===== config.mk =====
export PLATFORM = sky130hd
export DESIGN_NAME = d_uncache_axi_bridge_flat
export DESIGN_NICKNAME = d
export VERILOG_FILES = /design/src/rtl/d_uncache_axi_bridge_if.sv /design/src/rtl/d_uncache_axi_bridge.sv /design/src/flat_wrapper.sv
export SDC_FILE = /design/constraint.sdc
export NUM_CORES = 1
export LEC_CHECK = 0
export CORE_AREA = 2 2 115 117
export DETAILED_ROUTE_END_ITERATION = 16
export DIE_AREA = 0 0 117 119
export PLACE_DENSITY = 0.87
export REMOVE_ABC_BUFFERS = 1
export SLEW_MARGIN = 20
export SYNTH_ARGS = -nofsm -noshare
export SYNTH_HDL_FRONTEND = slang
export SYNTH_SLANG_ARGS = --single-unit

===== constraint.sdc =====
create_clock -name clk -period 2.78 [get_ports clk]
set_input_delay 0.834 -clock clk [delete_from_list [all_inputs] [get_ports clk]]
set_output_delay 0.834 -clock clk [all_outputs]
set_load 0.01 [all_outputs]

===== src/rtl/d_uncache_axi_bridge_if.sv =====
// AXI3-style single-beat bus between the uncached data bridge (master) and the
// memory-side slave; only the ports the bridge uses are carried.
interface d_uncache_axi_bridge_if;
   logic [3:0]  arid;
   logic [31:0] araddr;
   logic [3:0]  arlen;
   logic [2:0]  arsize;
   logic [1:0]  arburst;
   logic [3:0]  arcache;
   logic        arvalid;
   logic        arready;
   logic [3:0]  rid;
   logic [31:0] rdata;
   logic [1:0]  rresp;
   logic        rlast;
   logic        rvalid;
   logic        rready;
   logic [3:0]  awid;
   logic [31:0] awaddr;
   logic [3:0]  awlen;
   logic [2:0]  awsize;
   logic [1:0]  awburst;
   logic [3:0]  awcache;
   logic        awvalid;
   logic        awready;
   logic [3:0]  wid;
   logic [31:0] wdata;
   logic [3:0]  wstrb;
   logic        wlast;
   logic        wvalid;
   logic        wready;
   logic [3:0]  bid;
   logic [1:0]  bresp;
   logic        bvalid;
   logic        bready;

   modport master (
      output arid, araddr, arlen, arsize, arburst, arcache, arvalid,
      input  arready,
      input  rid, rdata, rresp, rlast, rvalid,
      output rready,
      output awid, awaddr, awlen, awsize, awburst, awcache, awvalid,
      input  awready,
      output wid, wdata, wstrb, wlast, wvalid,
      input  wready,
      input  bid, bresp, bvalid,
      output bready
   );

   modport slave (
      input  arid, araddr, arlen, arsize, arburst, arcache, arvalid,
      output arready,
      output rid, rdata, rresp, rlast, rvalid,
      input  rready,
      input  awid, awaddr, awlen, awsize, awburst, awcache, awvalid,
      output awready,
      input  wid, wdata, wstrb, wlast, wvalid,
      output wready,
      output bid, bresp, bvalid,
      input  bready
   );
endinterface


===== src/rtl/d_uncache_axi_bridge.sv =====
// Single-outstanding uncached load/store bridge from the CPU data port to AXI.
// Optional macro UNCACHE_BYTE_STRB_EN: drive wstrb from the CPU byte enables.
module d_uncache_axi_bridge (
   input  logic                  clk,
   input  logic                  reset,
   input  logic                  uncache_en,
   input  logic                  uncache_rw,
   input  logic [29:0]           uncache_addr,
   input  logic [31:0]           uncache_wr_data,
   input  logic [3:0]            uncache_rwen,
   output logic [31:0]           uncache_rd_data,
   output logic                  uncache_data_ok,
   d_uncache_axi_bridge_if.master axi
);

   typedef enum logic [2:0] {
      IDLE  = 3'd0,
      RADDR = 3'd1,
      RDATA = 3'd2,
      WRITE = 3'd3,
      WRESP = 3'd4,
      DONE  = 3'd5
   } state_t;

   state_t      state_r;
   state_t      state_nxt_s;
   logic [31:0] addr_r;
   logic [31:0] wr_data_r;
   logic        aw_done_r;
   logic        w_done_r;
   logic        aw_done_nxt_s;
   logic        w_done_nxt_s;
   logic        arvalid_r;
   logic        rready_r;
   logic        awvalid_r;
   logic        wvalid_r;
   logic        bready_r;
   logic        data_ok_r;
   logic [31:0] rd_data_r;
   logic        accept_s;
   logic        unused_s;

   assign accept_s = (state_r == IDLE) && uncache_en;

   // State register
   always_ff @(posedge clk) begin
      if (reset) begin
         state_r <= IDLE;
      end else begin
         state_r <= state_nxt_s;
      end
   end

   // Next-state decode and independent AW/W completion tracking
   always_comb begin
      state_nxt_s   = state_r;
      aw_done_nxt_s = 1'b0;
      w_done_nxt_s  = 1'b0;
      case (state_r)
         IDLE: begin
            if (uncache_en) begin
               state_nxt_s = uncache_rw ? WRITE : RADDR;
            end else begin
               state_nxt_s = IDLE;
            end
         end
         RADDR: begin
            if (arvalid_r && axi.arready) begin
               state_nxt_s = RDATA;
            end else begin
               state_nxt_s = RADDR;
            end
         end
         RDATA: begin
            if (rready_r && axi.rvalid) begin
               state_nxt_s = DONE;
            end else begin
               state_nxt_s = RDATA;
            end
         end
         WRITE: begin
            aw_done_nxt_s = aw_done_r || (awvalid_r && axi.awready);
            w_done_nxt_s  = w_done_r || (wvalid_r && axi.wready);
            if (aw_done_nxt_s && w_done_nxt_s) begin
               state_nxt_s = WRESP;
            end else begin
               state_nxt_s = WRITE;
            end
         end
         WRESP: begin
            if (bready_r && axi.bvalid) begin
               state_nxt_s = DONE;
            end else begin
               state_nxt_s = WRESP;
            end
         end
         DONE: begin
            state_nxt_s = IDLE;
         end
         default: begin
            state_nxt_s = IDLE;
         end
      endcase
   end

   // Request capture; later CPU-side changes cannot disturb the bus
   always_ff @(posedge clk) begin
      if (reset) begin
         addr_r    <= 32'd0;
         wr_data_r <= 32'd0;
      end else if (accept_s) begin
         addr_r    <= {uncache_addr, 2'b00};
         wr_data_r <= uncache_wr_data;
      end else begin
         addr_r    <= addr_r;
         wr_data_r <= wr_data_r;
      end
   end

   // Handshake outputs are registered from the next state so they are glitch-free
   always_ff @(posedge clk) begin
      if (reset) begin
         aw_done_r <= 1'b0;
         w_done_r  <= 1'b0;
         arvalid_r <= 1'b0;
         rready_r  <= 1'b0;
         awvalid_r <= 1'b0;
         wvalid_r  <= 1'b0;
         bready_r  <= 1'b0;
         data_ok_r <= 1'b0;
      end else begin
         aw_done_r <= (state_nxt_s == WRITE) ? aw_done_nxt_s : 1'b0;
         w_done_r  <= (state_nxt_s == WRITE) ? w_done_nxt_s : 1'b0;
         arvalid_r <= (state_nxt_s == RADDR);
         rready_r  <= (state_nxt_s == RDATA);
         awvalid_r <= (state_nxt_s == WRITE) && !aw_done_nxt_s;
         wvalid_r  <= (state_nxt_s == WRITE) && !w_done_nxt_s;
         bready_r  <= (state_nxt_s == WRESP);
         data_ok_r <= (state_nxt_s == DONE);
      end
   end

   // Load result holds until the next read completes
   always_ff @(posedge clk) begin
      if (reset) begin
         rd_data_r <= 32'd0;
      end else if ((state_r == RDATA) && rready_r && axi.rvalid) begin
         rd_data_r <= axi.rdata;
      end else begin
         rd_data_r <= rd_data_r;
      end
   end

`ifdef UNCACHE_BYTE_STRB_EN
   logic [3:0] rwen_r;

   // Byte enables captured alongside the rest of the request
   always_ff @(posedge clk) begin
      if (reset) begin
         rwen_r <= 4'b0000;
      end else if (accept_s) begin
         rwen_r <= uncache_rwen;
      end else begin
         rwen_r <= rwen_r;
      end
   end

   assign axi.wstrb = rwen_r;
   assign unused_s  = &{1'b0, axi.rid, axi.rresp, axi.rlast, axi.bid, axi.bresp};
`else
   assign axi.wstrb = 4'b1111;
   assign unused_s  = &{1'b0, axi.rid, axi.rresp, axi.rlast, axi.bid, axi.bresp,
                        uncache_rwen};
`endif

   assign axi.arid    = 4'd0;
   assign axi.araddr  = addr_r;
   assign axi.arlen   = 4'd0;
   assign axi.arsize  = 3'b010;
   assign axi.arburst = 2'b01;
   assign axi.arcache = 4'b0000;
   assign axi.arvalid = arvalid_r;
   assign axi.rready  = rready_r;

   assign axi.awid    = 4'd0;
   assign axi.awaddr  = addr_r;
   assign axi.awlen   = 4'd0;
   assign axi.awsize  = 3'b010;
   assign axi.awburst = 2'b01;
   assign axi.awcache = 4'b0000;
   assign axi.awvalid = awvalid_r;

   assign axi.wid     = 4'd0;
   assign axi.wdata   = wr_data_r;
   assign axi.wlast   = wvalid_r;
   assign axi.wvalid  = wvalid_r;
   assign axi.bready  = bready_r;

   assign uncache_rd_data = rd_data_r;
   assign uncache_data_ok = data_ok_r;

endmodule


===== src/flat_wrapper.sv =====
// flat-port wrapper written by rule: the top's interface ports become plain ports
module d_uncache_axi_bridge_flat 
  (clk, reset, uncache_en, uncache_rw, uncache_addr, uncache_wr_data, uncache_rwen, uncache_rd_data, uncache_data_ok, axi_arid, axi_araddr, axi_arlen, axi_arsize, axi_arburst, axi_arcache, axi_arvalid, axi_arready, axi_rid, axi_rdata, axi_rresp, axi_rlast, axi_rvalid, axi_rready, axi_awid, axi_awaddr, axi_awlen, axi_awsize, axi_awburst, axi_awcache, axi_awvalid, axi_awready, axi_wid, axi_wdata, axi_wstrb, axi_wlast, axi_wvalid, axi_wready, axi_bid, axi_bresp, axi_bvalid, axi_bready);
  d_uncache_axi_bridge_if axi_i ();
  input  logic clk;
  input  logic reset;
  input  logic uncache_en;
  input  logic uncache_rw;
  input  logic [29:0] uncache_addr;
  input  logic [31:0] uncache_wr_data;
  input  logic [3:0] uncache_rwen;
  output logic [31:0] uncache_rd_data;
  output logic uncache_data_ok;
  output wire logic [$bits(axi_i.arid)-1:0] axi_arid;
  output wire logic [$bits(axi_i.araddr)-1:0] axi_araddr;
  output wire logic [$bits(axi_i.arlen)-1:0] axi_arlen;
  output wire logic [$bits(axi_i.arsize)-1:0] axi_arsize;
  output wire logic [$bits(axi_i.arburst)-1:0] axi_arburst;
  output wire logic [$bits(axi_i.arcache)-1:0] axi_arcache;
  output wire logic [$bits(axi_i.arvalid)-1:0] axi_arvalid;
  input wire logic [$bits(axi_i.arready)-1:0] axi_arready;
  input wire logic [$bits(axi_i.rid)-1:0] axi_rid;
  input wire logic [$bits(axi_i.rdata)-1:0] axi_rdata;
  input wire logic [$bits(axi_i.rresp)-1:0] axi_rresp;
  input wire logic [$bits(axi_i.rlast)-1:0] axi_rlast;
  input wire logic [$bits(axi_i.rvalid)-1:0] axi_rvalid;
  output wire logic [$bits(axi_i.rready)-1:0] axi_rready;
  output wire logic [$bits(axi_i.awid)-1:0] axi_awid;
  output wire logic [$bits(axi_i.awaddr)-1:0] axi_awaddr;
  output wire logic [$bits(axi_i.awlen)-1:0] axi_awlen;
  output wire logic [$bits(axi_i.awsize)-1:0] axi_awsize;
  output wire logic [$bits(axi_i.awburst)-1:0] axi_awburst;
  output wire logic [$bits(axi_i.awcache)-1:0] axi_awcache;
  output wire logic [$bits(axi_i.awvalid)-1:0] axi_awvalid;
  input wire logic [$bits(axi_i.awready)-1:0] axi_awready;
  output wire logic [$bits(axi_i.wid)-1:0] axi_wid;
  output wire logic [$bits(axi_i.wdata)-1:0] axi_wdata;
  output wire logic [$bits(axi_i.wstrb)-1:0] axi_wstrb;
  output wire logic [$bits(axi_i.wlast)-1:0] axi_wlast;
  output wire logic [$bits(axi_i.wvalid)-1:0] axi_wvalid;
  input wire logic [$bits(axi_i.wready)-1:0] axi_wready;
  input wire logic [$bits(axi_i.bid)-1:0] axi_bid;
  input wire logic [$bits(axi_i.bresp)-1:0] axi_bresp;
  input wire logic [$bits(axi_i.bvalid)-1:0] axi_bvalid;
  output wire logic [$bits(axi_i.bready)-1:0] axi_bready;
  assign axi_arid = axi_i.arid;
  assign axi_araddr = axi_i.araddr;
  assign axi_arlen = axi_i.arlen;
  assign axi_arsize = axi_i.arsize;
  assign axi_arburst = axi_i.arburst;
  assign axi_arcache = axi_i.arcache;
  assign axi_arvalid = axi_i.arvalid;
  assign axi_i.arready = axi_arready;
  assign axi_i.rid = axi_rid;
  assign axi_i.rdata = axi_rdata;
  assign axi_i.rresp = axi_rresp;
  assign axi_i.rlast = axi_rlast;
  assign axi_i.rvalid = axi_rvalid;
  assign axi_rready = axi_i.rready;
  assign axi_awid = axi_i.awid;
  assign axi_awaddr = axi_i.awaddr;
  assign axi_awlen = axi_i.awlen;
  assign axi_awsize = axi_i.awsize;
  assign axi_awburst = axi_i.awburst;
  assign axi_awcache = axi_i.awcache;
  assign axi_awvalid = axi_i.awvalid;
  assign axi_i.awready = axi_awready;
  assign axi_wid = axi_i.wid;
  assign axi_wdata = axi_i.wdata;
  assign axi_wstrb = axi_i.wstrb;
  assign axi_wlast = axi_i.wlast;
  assign axi_wvalid = axi_i.wvalid;
  assign axi_i.wready = axi_wready;
  assign axi_i.bid = axi_bid;
  assign axi_i.bresp = axi_bresp;
  assign axi_i.bvalid = axi_bvalid;
  assign axi_bready = axi_i.bready;
  d_uncache_axi_bridge u_core (.clk(clk), .reset(reset), .uncache_en(uncache_en), .uncache_rw(uncache_rw), .uncache_addr(uncache_addr), .uncache_wr_data(uncache_wr_data), .uncache_rwen(uncache_rwen), .uncache_rd_data(uncache_rd_data), .uncache_data_ok(uncache_data_ok), .axi(axi_i));
endmodule

* After elaboration in Yosys (flattened, before gate mapping)
Index checks and enable logic that the tools add are counted.
Cells by class: equal/unequal tests 9, mux-type cells 9, bitwise operators 1, reductions and logical operators 17
Operators by type and width (number):
- one-hot mux 3 bit (5 select lines) | 1
- equality test 3 x 2 -> 1 bit, second input constant | 4
- logical AND 1 bit | 11
- equality test 3 bit, second input constant | 3
- 2-to-1 mux 3 bit | 3
- equality test 3 x 1 -> 1 bit, second input constant | 2
- 2-to-1 mux 2 bit | 2
- zero test 3 bit | 1
- 2-to-1 mux 1 bit | 3
- zero test 1 bit | 2
- logical OR 1 bit | 2
- OR reduction 2 bit | 1
- inverter 1 bit | 1
Word-level totals: flip-flop bits (word level) 105, output and inout bits 177

* Logic depth before layout (Yosys ltp)
Gate-level depths: netlist of run 1.
word-level depth 8, depth in mapped cells 7, gate-level depth less buffers 4

* Worst setup path after synthesis of run 1
OpenSTA, ideal clock, no wires.
path type input -> register, start point in axi_arready, end point reg u_core.arvalid_r, in the netlist u_core.axi.arvalid, library setup time 80 ps, arrival time 1903 ps, setup slack 797 ps, cell stages on the path 4, path buffers 0, cells stage by stage and3_1 or4_1 a31o_2 nor3b_1
Between the ends: cells in the longest elaborated chain, start to end 4
RTL lines:
- from (decl) | line flat_wrapper.sv:21 | input wire logic [$bits(axi_i.arready)-1:0] axi_arready;
- logical AND 1 bit | line d_uncache_axi_bridge.sv:68 | if (arvalid_r && axi.arready) begin
- 2-to-1 mux 2 bit | line d_uncache_axi_bridge.sv:68
- one-hot mux 3 bit (5 select lines) | line d_uncache_axi_bridge.sv:59 | case (state_r)
- equality test 3 x 1 -> 1 bit | line d_uncache_axi_bridge.sv:134 | arvalid_r <= (state_nxt_s == RADDR);
- to (signal assigned) | line d_uncache_axi_bridge.sv:134
- to (decl) | line d_uncache_axi_bridge.sv:33 | logic arvalid_r;
Every way passes these cells. A chain may end at the register's enable or synchronous reset.

* Final worst setup path of run 1
Ends and elaborated chain as after synthesis.

==> results.sh, run 1 <==
export IMPL_status="finished clean"
export IMPL_avgSynthCellArea_um2=7.88
export IMPL_io_buffers=233
export IMPL_p_seq_share_pct=43.2
export IMPL_wl_met2_mm=5.67
export IMPL_worstSetupStartpointType="primary input"
export IMPL_ctsHoldBuffers=0
export IMPL_rsz0062_at_grt="no"
export IMPL_drive_gt1_share_pct=3.58
export IMPL_synth_area_mux_share_pct=0
export IMPL_gp_congestion=0.787
export IMPL_die_area_mm2=0.0139
export IMPL_top_layer="met5"
export IMPL_cts_buffers=9
export IMPL_cts_sinks=105
export IMPL_diodes=0
export IMPL_synthAdderAreaFrac_pct=0
export IMPL_clkPwrFrac_pct=37.8
export IMPL_synth_top_family_by_area="simple AND/OR/NAND/NOR gates"
export IMPL_clk_insertion_delay_late_ns=0.35
export IMPL_finalCritPeriodShare_pct=76.7
export IMPL_yosys_area_share_simple_pct=20.9
export IMPL_max_freq_ghz=0.469
export IMPL_synthCells=536
export IMPL_vias_per_cell=4.32
export IMPL_drt_met1_wl_mm=4.70
export IMPL_antenna_left=0
export IMPL_drc=0
export IMPL_finalWirelength_mm=11.5
export IMPL_initial_core_util_pct=32.8
export IMPL_yosys_register_bits=105
export IMPL_yosysSeqAreaShare_pct=49.7
export IMPL_p_int_mw=2.87
export IMPL_ff2ff_setup_slack_ns=1.10
export IMPL_wire_per_inst_um=12.7
export IMPL_slew_viol_final=0
export IMPL_maxCapViolations=0
export IMPL_timing_final_ws_setup_ns=0.647
export IMPL_final_setup_viol_count=0
export IMPL_synth_top_area_cell="dfxtp_1"
export IMPL_crit_path_end_kind="register"
export IMPL_combinationalPowerShare_pct=19.1
export IMPL_ios=297
export IMPL_cts_resized=0
export IMPL_area_delta_synth_final_pct=57.6
export IMPL_grt_pass1_wl_mm=17.7
export IMPL_synthFlopType="dfxtp_1"
export IMPL_fin_tns_setup_ns=0
export IMPL_overflow=0
export IMPL_clockRootBuffer="clkbuf_16"
export IMPL_clk_pin_slew_ns=0.07
export IMPL_synthTopCellsByCount="nand2_1, dfxtp_1, a21oi_1"
export IMPL_yosysMostFrequentCell="nand2_1"
export IMPL_antenna_found_initial=1
export IMPL_tritoncts="done"
export IMPL_drt_iter0_drc=199
export IMPL_slew_headroom_pct=61.4
export IMPL_worst_pin_slew_ns=0.579
export IMPL_path_class="in2reg"
export IMPL_swShare_pct=25.0
export IMPL_postCtsSetupRepairBufs=0
export IMPL_synth_compound_area_share_pct=12.5
export IMPL_fin_nets=842
export IMPL_grt_pass1_vias=3568
export IMPL_yosysTopAreaCellShare_pct=49.7
export IMPL_synth_distinct_cells=25
export IMPL_syn_cell_area_mm2=0.00423
export IMPL_synth_warnings=0
export IMPL_wl_met3_um=827
export IMPL_synth_top_cells_by_area="dfxtp_1, nand2_1, buf_4, a21oi_1, clkbuf_1"
export IMPL_dr_total_vias=3898
export IMPL_crit_arrival_ns=2.40
export IMPL_cellPowerDensity_mw_per_mm2=575
export IMPL_die_w_um=117
export IMPL_fin_crit_ns=2.13
export IMPL_fp_dieH_um=119
export IMPL_clockBufferDepth=2
export IMPL_ir_drop_v=0.000250
export IMPL_dpl_cell_area_mm2=0.00632
export IMPL_grt_max_degree=63
export IMPL_p_sw_mw=0.957
export IMPL_synthArstFlopShare_pct=0
export IMPL_critPathMaxFanout=6
export IMPL_fin_skew_ns=0.00623
export IMPL_hold_viol=0
export IMPL_stdcell_area_mm2=0.00666
export IMPL_grtUsageTotal_pct=16.4
export IMPL_synth_xor_area_share_pct=0
export IMPL_leakage_nw=2.43
export IMPL_holdCritPathClass="reg2reg"
export IMPL_synth_edf_count=0
export IMPL_design_core_area_mm2=0.0129
export IMPL_drtPass1Iterations=4
export IMPL_row_count=42
export IMPL_pre_cts_slack_ns=0.284
export IMPL_h_tree_depth=3
export IMPL_place_hpwl_mm=8.37
export IMPL_required_ns=3.05
==> final timing paths <==
kind	start	end	cells past startpoint
worst max-delay path	axi_arready	u_core.axi.arvalid$_SDFF_PP0_	5
worst min-delay path	u_core.uncache_rd_data[31]$_SDFFE_PP0P_	u_core.uncache_rd_data[31]$_SDFFE_PP0P_	2
worst max register to register	u_core.state_r[1]$_SDFF_PP0_	u_core.uncache_rd_data[9]$_SDFFE_PP0P_	5
worst min register to register	u_core.uncache_rd_data[31]$_SDFFE_PP0P_	u_core.uncache_rd_data[31]$_SDFFE_PP0P_	2
==> through the flow <==
| stage | util [%] | total power [mW] | hold slack [ns] | std cells |
|---|---|---|---|---|
| after floorplan | - | 1.94 | 0.474 | 471 |
| final | 51.7 | 3.83 | 0.455 | 903 |
| after CTS | 51.7 | 3.89 | 0.455 | 903 |
| after global routing | 51.7 | 4.01 | 0.471 | 903 |
| after global placement | 49.1 | 2.41 | 0.441 | 887 |
| after detailed placement | 49.1 | 2.42 | 0.446 | 887 |
==> final cells by class <==
class                   count  area (um^2)
clock buffers               9          225
clock inverters             7          119
fillers                  1210         6210
inverters                   1         3.75
multi-input cells         365         1580
flip-flops and latches    105         2100
well taps                 176          220
repair buffers            240         2410
==> cell families (layout without fill, tap and decap cells) <==
family | after synthesis | after routing
other | 2 | 46
DFF | 105 | 105
and+or+nand+nor | 217 | 217
buffers and inverters | 110 | 257
AOI/OAI and AO/OA | 102 | 102
==> sequential cells by signal (all words and copies together), names as in the netlist <==
name / count
u_core.axi.rready: 1
u_core.w_done_r: 1
u_core.axi.araddr: 30
u_core.aw_done_r: 1
u_core.axi.wdata: 32
u_core.axi.arvalid: 1
u_core.uncache_data_ok: 1
u_core.uncache_rd_data: 32
u_core.axi.bready: 1
u_core.state_r: 3
u_core.axi.awvalid: 1
u_core.axi.wlast: 1
==> layout by cell type (no fill, tap or decap) <==
master	n
clkbuf_16	9
o21ai_0	1
nor3b_1	2
a22oi_1	1
nand3b_1	2
a21oi_1	96
a222oi_1	1
or4_1	1
o31ai_1	1
clkinv_2	1
buf_4	6
bufinv_16	3
nand2_1	191
nand4b_1	1
nor4_1	2
dfxtp_1	105
and3_1	1
clkinv_4	1
inv_1	1
nor3_1	3
a31o_2	1
and2_1	3
o21bai_1	1
conb_1	46
nor4b_4	1
clkdlybuf4s50_1	232
clkinvlp_4	2
nor2_1	9
buf_12	2
nor4bb_1	1
==> worst max-delay path, stage by stage <==
cell and delay (ns):
clkdlybuf4s50_1 0.39, and3_1 0.17, or4_1 0.50, a31o_2 0.31, nor3b_1 0.19
==> power by group through the flow <==
stage / logic, mW / registers, mW / clock network (mW)
CTS: 0.740 / 1.65 / 1.49
floorplan: 0.205 / 1.74 / 0
finish: 0.730 / 1.65 / 1.45
detailed placement: 0.737 / 1.69 / 0
global placement: 0.729 / 1.68 / 0
global route: 0.794 / 1.66 / 1.56
==> metal layers <==
layer	track usage (%)	up-vias
met4	7.57	2
met1	19.1	1765
li1	-	1965
met5	0	-
met2	27.5	144
met3	4.53	22
No activity file was read; power rests on OpenSTA's default activity.
==> run 2, diff against run 1 <==
- CORE_AREA: 2 2 115 117 -> 2 2 117 119
- DIE_AREA: 0 0 117 119 -> 0 0 119 121
- PLACE_DENSITY: 0.87 -> 0.85
- clock period: 2.78 -> 2.1 ns (I/O delays scaled with it)
==> results.sh, run 2 (synthesis results as in run 1) <==
export IMPL_hold_viol=0
export IMPL_crit_slowest_cell="clkdlybuf4s50_1"
export IMPL_postCtsSetupRepairBufs=0
export IMPL_initial_core_util_pct=32.3
export IMPL_fp_dieH_um=121
export IMPL_required_ns=1.47
export IMPL_maxCapViolations=0
export IMPL_cts_sinks=105
export IMPL_io_buffers=233
export IMPL_p_sw_mw=1.24
export IMPL_fin_crit_ns=1.92
export IMPL_crit_path_end_kind="output port"
export IMPL_ff2ff_setup_slack_ns=0.32
export IMPL_finalCritPeriodShare_pct=91.7
export IMPL_clk_insertion_delay_late_ns=0.34
export IMPL_crit_start="u_core.axi.araddr[8]$_SDFFE_PP0P_"
export IMPL_slowest_delay_ns=0.58
export IMPL_h_tree_depth=3
export IMPL_drive_gt1_share_pct=4.35
export IMPL_area_delta_synth_final_pct=58.6
export IMPL_vias_per_cell=4.26
export IMPL_die_area_mm2=0.0144
export IMPL_leakage_nw=2.46
export IMPL_layout_common_cells="clkdlybuf4s50_1, nand2_1, dfxtp_1"
export IMPL_diodes=0
export IMPL_combinationalPowerShare_pct=21.0
export IMPL_holdCritPathClass="reg2reg"
export IMPL_fin_skew_ns=0.00558
export IMPL_critPathMaxFanout=3
export IMPL_cts_buffers=9
export IMPL_place_hpwl_mm=8.98
export IMPL_r2r_start="u_core.state_r[1]$_SDFF_PP0_"
export IMPL_multi_input_area_mm2=0.00158
export IMPL_clkPwrFrac_pct=33.7
export IMPL_grt_max_degree=43
export IMPL_design_core_area_mm2=0.0131
export IMPL_path_class="reg2out"
export IMPL_status="finished clean"
export IMPL_fin_tns_setup_ns=0
export IMPL_critPathTopFamily="buffers and inverters"
export IMPL_grt_pass1_wl_mm=18.2
export IMPL_path_cells="clkdlybuf4s50_1"
export IMPL_final_core_util_pct=51.2
export IMPL_cellPowerDensity_mw_per_mm2=721
export IMPL_overflow=0
export IMPL_gp_congestion=0.785
export IMPL_grtUsageTotal_pct=16.1
export IMPL_p_int_mw=3.59
export IMPL_p_seq_share_pct=45.3
export IMPL_finalWirelength_mm=11.9
export IMPL_power_total_mw=4.83
export IMPL_crit_arrival_ns=1.29
export IMPL_max_freq_ghz=0.520
export IMPL_regArea_mm2=0.00210
export IMPL_dr_total_vias=3883
export IMPL_ir_drop_v=0.000668
export IMPL_ctsHoldBuffers=0
export IMPL_worstSetupStartpointType="register"
export IMPL_swShare_pct=25.6
export IMPL_final_common_cell="clkdlybuf4s50_1"
export IMPL_tritoncts="done"
export IMPL_rsz0062_at_grt="no"
export IMPL_clk_pin_slew_ns=0.06
export IMPL_fillCellCount=1235
export IMPL_drt_iter0_drc=200
export IMPL_wire_per_inst_um=13.1
export IMPL_r2r_end="u_core.uncache_rd_data[16]$_SDFFE_PP0P_"
export IMPL_reg2reg_depth=5
export IMPL_drc=0
export IMPL_clockRootBuffer="clkbuf_16"
export IMPL_antenna_found_initial=0
export IMPL_holdPathEnd="u_core.axi.wdata[13]$_SDFFE_PP0P_"
export IMPL_crit_buf_inv=1
export IMPL_cts_resized=0
export IMPL_hp_start="u_core.axi.wdata[13]$_SDFFE_PP0P_"
export IMPL_antenna_left=0
export IMPL_die_w_um=119
export IMPL_min_path_cells=2
export IMPL_grt_pass1_vias=3563
export IMPL_final_setup_viol_count=0
export IMPL_clockBufferDepth=2
export IMPL_slew_viol_final=0
export IMPL_drtPass1Iterations=4
export IMPL_row_count=42
export IMPL_fin_nets=850
export IMPL_ios=297
[run 2: cell type report]
type,instances,area share (%)
repair buffers,248,37.4
flip-flops and latches,105,31.4
multi-input cells,365,23.6
clock buffers,11,3.47
well taps,176,3.29
clock inverters,5,0.840
inverters,1,0.0560
[run 2: how the worst max path moves through the flow]
stage,endpoint,depth (start not counted)
after floorplan,u_core.aw_done_r$_SDFF_PP0_,4
after global placement,u_core.w_done_r$_SDFF_PP0_,5
after detailed placement,u_core.axi.arvalid$_SDFF_PP0_,5
after CTS,axi_araddr[8],1
after global routing,u_core.uncache_rd_data[25]$_SDFFE_PP0P_,5
final,axi_araddr[8],1
[run 2: routing by layer]
metal | track usage, % | routed length, um | vias to the layer above
li1 | - | - | 1985
met1 | 18.9 | 4960 | 1737
met2 | 27.4 | 6000 | 141
met3 | 4.18 | 639 | 20
met4 | 7.89 | 329 | 0
met5 | 0 | 0 | -
[run 2: power by group through the flow]
stage | sequential [mW] | combinational, mW | clock (mW)
final | 2.19 | 1.02 | 1.63
after global routing | 2.20 | 1.10 | 1.77
after global placement | 2.23 | 1.01 | 0
after floorplan | 2.30 | 0.272 | 0
after CTS | 2.19 | 1.03 | 1.69
after detailed placement | 2.23 | 1.02 | 0
[run 2: stage by stage]
| step | hold WS, ns | cell area [um^2] | setup slack (ns) | std cells |
|---|---|---|---|---|
| 2_1_floorplan | 0.474 | 3690 | -0.843 | 471 |
| 3_3_place_gp | 0.440 | 6410 | -0.147 | 895 |
| 3_5_place_dp | 0.445 | 6410 | -0.179 | 895 |
| 4_1_cts | 0.454 | 6700 | 0.149 | 911 |
| 5_1_grt | 0.475 | 6700 | 0.111 | 911 |
| 6_report | 0.450 | 6700 | 0.175 | 911 |
